**config.mk**
```make
export PLATFORM = sky130hd
export DESIGN_NAME = wb_port_arbiter
export DESIGN_NICKNAME = d
export VERILOG_FILES = /design/src/rtl/wb_port_arbiter.sv
export SDC_FILE = /design/constraint.sdc
export NUM_CORES = 1
export LEC_CHECK = 0
export CAP_MARGIN = 20
export CELL_PAD_IN_SITES_DETAIL_PLACEMENT = 1
export CELL_PAD_IN_SITES_GLOBAL_PLACEMENT = 2
export CORE_ASPECT_RATIO = 0.9
export CORE_MARGIN = 5
export CORE_UTILIZATION = 25
export DETAILED_ROUTE_END_ITERATION = 8
export GPL_ROUTABILITY_DRIVEN = 0
export PLACE_DENSITY = 0.76
export SLEW_MARGIN = 20
export SYNTH_ARGS = -nofsm -noshare
export SYNTH_HDL_FRONTEND = slang
export SYNTH_SLANG_ARGS = --single-unit
```
**constraint.sdc**
```tcl
create_clock -name CLK -period 2.96 [get_ports CLK]
set_input_delay 0.592 -clock CLK [delete_from_list [all_inputs] [get_ports CLK]]
set_output_delay 0.592 -clock CLK [all_outputs]
set_load 0.005 [all_outputs]
```
**src/rtl/wb_port_arbiter.sv**
```systemverilog
// Register-file write-port arbiter: pipe W stage first, MCycle/FPU results via 1-entry buffers, round-robin.
// Latency: pipe writes same cycle; a unit result is written at the earliest the cycle after its handshake.
// Backpressure: X_Ready drops while X's buffer is occupied and not draining; starvation forces StallWB.
module wb_port_arbiter #(
    parameter int DATA_W     = 32,
    parameter int ADDR_W     = 4,
    parameter int STARVE_MAX = 4
) (
    input  logic                 CLK,
    input  logic                 RESETn,
    input  logic                 PipeWE,
    input  logic [ADDR_W-1:0]    PipeWA,
    input  logic [DATA_W-1:0]    PipeWD,
    input  logic                 MC_Valid,
    output logic                 MC_Ready,
    input  logic [ADDR_W-1:0]    MC_WA,
    input  logic [DATA_W-1:0]    MC_WD,
    input  logic                 FP_Valid,
    output logic                 FP_Ready,
    input  logic [ADDR_W-1:0]    FP_WA,
    input  logic [DATA_W-1:0]    FP_WD,
    output logic                 RF_WE,
    output logic [ADDR_W-1:0]    RF_WA,
    output logic [DATA_W-1:0]    RF_WD,
    output logic [1:0]           GrantSrc,
    output logic                 StallWB,
    output logic [2**ADDR_W-1:0] PendMask
);

    localparam int CW = $clog2(STARVE_MAX + 1);
    localparam logic [CW-1:0] CNT_MAX = CW'(STARVE_MAX);

    logic              mc_v, fp_v;
    logic [ADDR_W-1:0] mc_wa, fp_wa;
    logic [DATA_W-1:0] mc_wd, fp_wd;
    logic              rr_ptr;
    logic [CW-1:0]     starve_cnt;

    logic pipe_g, mc_g, fp_g, stall;

    // Everything is gated by RESETn so the port stays quiet while reset is held low.
    always_comb begin
        stall   = RESETn & (starve_cnt == CNT_MAX);
        pipe_g  = RESETn & PipeWE & ~stall;
        mc_g    = RESETn & ~pipe_g & mc_v & (~fp_v | ~rr_ptr);
        fp_g    = RESETn & ~pipe_g & fp_v & (~mc_v | rr_ptr);
        StallWB = stall;
        MC_Ready = RESETn & (~mc_v | mc_g);
        FP_Ready = RESETn & (~fp_v | fp_g);

        RF_WE    = 1'b0;
        RF_WA    = '0;
        RF_WD    = '0;
        GrantSrc = 2'b00;
        if (pipe_g) begin
            RF_WE    = 1'b1;
            RF_WA    = PipeWA;
            RF_WD    = PipeWD;
            GrantSrc = 2'b01;
        end else if (mc_g) begin
            RF_WE    = 1'b1;
            RF_WA    = mc_wa;
            RF_WD    = mc_wd;
            GrantSrc = 2'b10;
        end else if (fp_g) begin
            RF_WE    = 1'b1;
            RF_WA    = fp_wa;
            RF_WD    = fp_wd;
            GrantSrc = 2'b11;
        end
    end

    always_comb begin
        PendMask = '0;
        if (mc_v) PendMask[mc_wa] = 1'b1;
        if (fp_v) PendMask[fp_wa] = 1'b1;
    end

    always_ff @(posedge CLK or negedge RESETn) begin
        if (!RESETn) begin
            mc_v       <= 1'b0;
            mc_wa      <= '0;
            mc_wd      <= '0;
            fp_v       <= 1'b0;
            fp_wa      <= '0;
            fp_wd      <= '0;
            rr_ptr     <= 1'b0;
            starve_cnt <= '0;
        end else begin
            // A granted buffer always hands priority to the other one, which covers
            // both the alternating and the single-valid cases.
            if (mc_g)      rr_ptr <= 1'b1;
            else if (fp_g) rr_ptr <= 1'b0;

            if (mc_g || fp_g || !(mc_v || fp_v))
                starve_cnt <= '0;
            else if (starve_cnt != CNT_MAX)
                starve_cnt <= starve_cnt + 1'b1;

            if (MC_Valid && MC_Ready) begin
                mc_v  <= 1'b1;
                mc_wa <= MC_WA;
                mc_wd <= MC_WD;
            end else if (mc_g) begin
                mc_v  <= 1'b0;
            end

            if (FP_Valid && FP_Ready) begin
                fp_v  <= 1'b1;
                fp_wa <= FP_WA;
                fp_wd <= FP_WD;
            end else if (fp_g) begin
                fp_v  <= 1'b0;
            end
        end
    end

endmodule

```
==> results.ini, run 1 <==
[run_status]
status=completed

[yosys]
ys_ff_latch=78
avgSynthCellArea_um2=10.9
synth_cell_types=38
yosys_warnings=0
synth_area_um2=4030
syn_nets=486
synth_sequential_area_ratio_pct=48.5
syn_inst=371

[power]
p_sw_share_pct=34.0
power_density_nw_per_um2=846
comb_power_share_pct=44.2
max-vdd-ir-drop_mv=0.351
finalPower_w=0.00564
internal_power_w=0.00372
clockPowerShare_pct=20.0
seq_power_share_pct=35.8
p_leak_nw=2.90
power.switching_w=0.00191

[critical_path]
slowest_delay_ns=0.37
path_buf_inv=6
cp_max_fo=7
cp-start-kind=flop
r2r_end=mc_wd[11]
crit_type=reg -> out
cp_slowest_cell=dfrtp_1
end_kind=output pin
arrival_ns=2.23
crit_top_cell=buf_4
r2r_cells=10
crit_chain=inv_2 > ha_4 > a21boi_4 > buf_4 > nor3_4 > buf_6 > buf_4 > buf_4 > o221ai_1 > nand2_1 > dlygate4sd2_1
timing.rr.start=starve_cnt[0]
crit_family=buffers and inverters
cp.required_ns=2.37
r2r_setup_slack_ns=0.66

[final_layout]
n_antenna_cell=0
drive_gt1_share_pct=20.5
final_cell_mix=132 x clkdlybuf4s50_1, 77 x dfrtp_1, 62 x nand2_1, 42 x mux2_2, 31 x buf_4
final_common_cell=clkdlybuf4s50_1
area_growth_pct=65.5
fin_area_um2=6670
layout.nets=686

[place]
postPlaceCellArea_um2=6130
portBuffers=170
dp_hpwl_um=10900

[route]
drt-total-wl_um=14700
dr.pass1.iters=4
drt-initial-drc-count=112
wl_per_cell_um=18.8
viasPerCell=4.75
vias=3722
drc_errors=0
final_antenna_net_count=0

[floorplanning]
die-area_um2=18700
rows=44
die_w_um=144
boundaryPins=171
dieHeight_um=130
core_um2=16000
initial_core_util_pct=25.2

[timing]
worst_pin_slew_ns=0.676
setup_viol=0
finalHoldViolCount=0
slew_headroom_pct=54.9
finClkSkew_ns=0.00608
drv_slew=0
holdWs_ns=0.0756
max_freq_mhz=354
min_period_over_period_pct=95.4
finalCriticalPeriod_ns=2.83

[min_path]
hp-class=in -> async

[global_routing]
globalRouteOverflowTotal=0
grt_start_max_net_pins=53
grt_first_pass_wirelength_um=22800
grt_pass1_vias=4185
grt_usage_pct=15.8
antenna_found_initial=0

[flow_run]
drv_cap=0

[clock_network]
cts-htree-levels=3
cts.path.max_buffers=2
clk_pin_slew_ns=0.06
cts_tree=built
clockRootBuffer=clkbuf_16
cts_hold_buf=0
cts.sinks=78
insertion_delay_ns=0.34
cts_buffers=9

[registers in the layout, indices dropped and copies added, names as in the netlist]
register / flops
fp_v: 1
fp_wa: 4
fp_wd: 32
mc_v: 1
mc_wa: 4
mc_wd: 32
rr_ptr: 1
starve_cnt: 3
[repair_timing]
action	4_1_cts	5_1_grt
setup buffers	5	5
resized for setup	42	18
setup endpoints to repair	37	21
pin swaps	3	4
gates cloned	2	0
[per-stage QoR]
stage | worst slack [ns] | setup TNS (ns) | utilization, % | instances
2_1_floorplan | 0.538 | 0 | - | 371
4_1_cts | -0.0184 | -0.0485 | 41.1 | 778
6_report | 0.135 | 0 | 41.7 | 783
3_5_place_dp | -0.324 | -8.28 | 38.4 | 755
5_1_grt | -0.00355 | -0.00355 | 41.7 | 783
3_3_place_gp | -0.270 | -7.55 | 38.4 | 755
[kinds of logic after synthesis]
group	after synthesis	synth area share [%]
buffers and inverters	29	3.70
multiplexers	80	22.1
AO/OA/AOI/OAI	65	11.9
adder cells (fa/ha/maj)	2	0.621
AND/OR/NAND/NOR	116	13.0
flip-flops	78	48.5
XOR/XNOR	1	0.218
[per-layer routing]
metal	track usage, %	part of all wire, %	vias to the layer above
met5	0	0	-
met4	3.65	1.1	0
met3	6.70	8.6	13
met2	26.8	49	127
met1	18.7	41	1832
li1	-	-	1750
[layout make-up]
| cell class | instances | area, um^2 |
|---|---|---|
| fill | 1733 | 9300 |
| timing repair buffer | 212 | 2140 |
| multi-input combinational | 264 | 1990 |
| sequential | 78 | 1950 |
| clock buffer | 13 | 260 |
| tap | 207 | 259 |
| clock inverter | 3 | 42.5 |
| inverter | 6 | 22.5 |
[cell usage after synthesis]
| cell | count | share of area (%) |
|---|---|---|
| dfrtp_1 | 78 | 48 |
| nand2_1 | 62 | 5.8 |
| mux2_2 | 42 | 12 |
| mux2_1 | 30 | 8.4 |
| o221ai_1 | 20 | 4.4 |
| nor2_1 | 18 | 1.7 |
| o21ai_0 | 13 | 1.6 |
| o22ai_1 | 13 | 2.0 |
| clkbuf_1 | 11 | 1.0 |
| nand3_1 | 9 | 1.1 |
| mux2i_1 | 8 | 2.0 |
| nor3_1 | 7 | 0.87 |
| inv_1 | 6 | 0.56 |
| nor4_1 | 6 | 0.93 |
| a21oi_1 | 5 | 0.62 |
| buf_2 | 5 | 0.62 |
| nand2b_1 | 5 | 0.78 |
| nand3b_1 | 4 | 0.75 |
| buf_4 | 3 | 0.56 |
| buf_6 | 3 | 0.84 |
| a21bo_2 | 2 | 0.50 |
| a32oi_1 | 2 | 0.44 |
| ha_1 | 2 | 0.62 |
| o32ai_1 | 2 | 0.44 |
| or2_2 | 2 | 0.31 |
| a21boi_0 | 1 | 0.19 |
| a21boi_1 | 1 | 0.19 |
| a21o_1 | 1 | 0.19 |
| a31oi_1 | 1 | 0.16 |
| and3_1 | 1 | 0.16 |
| buf_1 | 1 | 0.093 |
| nor3_4 | 1 | 0.40 |
| o21ai_1 | 1 | 0.12 |
| o22ai_4 | 1 | 0.50 |
| o2bb2ai_2 | 1 | 0.37 |
| o31ai_1 | 1 | 0.19 |
| or3b_2 | 1 | 0.22 |
| xnor2_1 | 1 | 0.22 |
[worst max-delay path by stage]
stage          cells after the start         to  slack, ns          start
2_1_floorplan                      6   RF_WA[1]       0.54         RESETn
3_3_place_gp                       8  RF_WD[16]      -0.27         PipeWE
3_5_place_dp                       8  RF_WD[14]      -0.32         PipeWE
4_1_cts                           10  RF_WD[15]      -0.02  starve_cnt[0]
5_1_grt                           10  RF_WD[22]     -0.004  starve_cnt[1]
6_report                          11   RF_WA[2]       0.13  starve_cnt[0]
[worst reg2reg max path, delay by kind of cell, from the launching register on]
family	cells	cell delay, ns
buffers and inverters	5	0.83
DFF	1	0.40
muxes	1	0.38
AOI/OAI and AO/OA	1	0.25
and+or+nand+nor	2	0.17
adders and majority gates	1	0.15
[power by group through the flow]
stage               logic (W)  clock network [W]  registers [W]
floorplan             0.00134                  0        0.00185
global placement      0.00233                  0        0.00199
detailed placement    0.00242                  0        0.00203
CTS                   0.00247            0.00117        0.00201
global route          0.00272            0.00121        0.00209
finish                0.00249            0.00113        0.00202
No activity file was read; power rests on OpenSTA's default activity.
==> run 2: changes to the inputs <==
--- a/config.mk
+++ b/config.mk
@@ -5,6 +5,7 @@
 export SDC_FILE = /design/constraint.sdc
 export NUM_CORES = 1
 export LEC_CHECK = 0
+export ABC_CLOCK_PERIOD_IN_PS = 2960
 export CAP_MARGIN = 20
 export CELL_PAD_IN_SITES_DETAIL_PLACEMENT = 1
 export CELL_PAD_IN_SITES_GLOBAL_PLACEMENT = 2
==> results of run 2 <==
Final layout, timing and power as in run 1 (identical DEF).
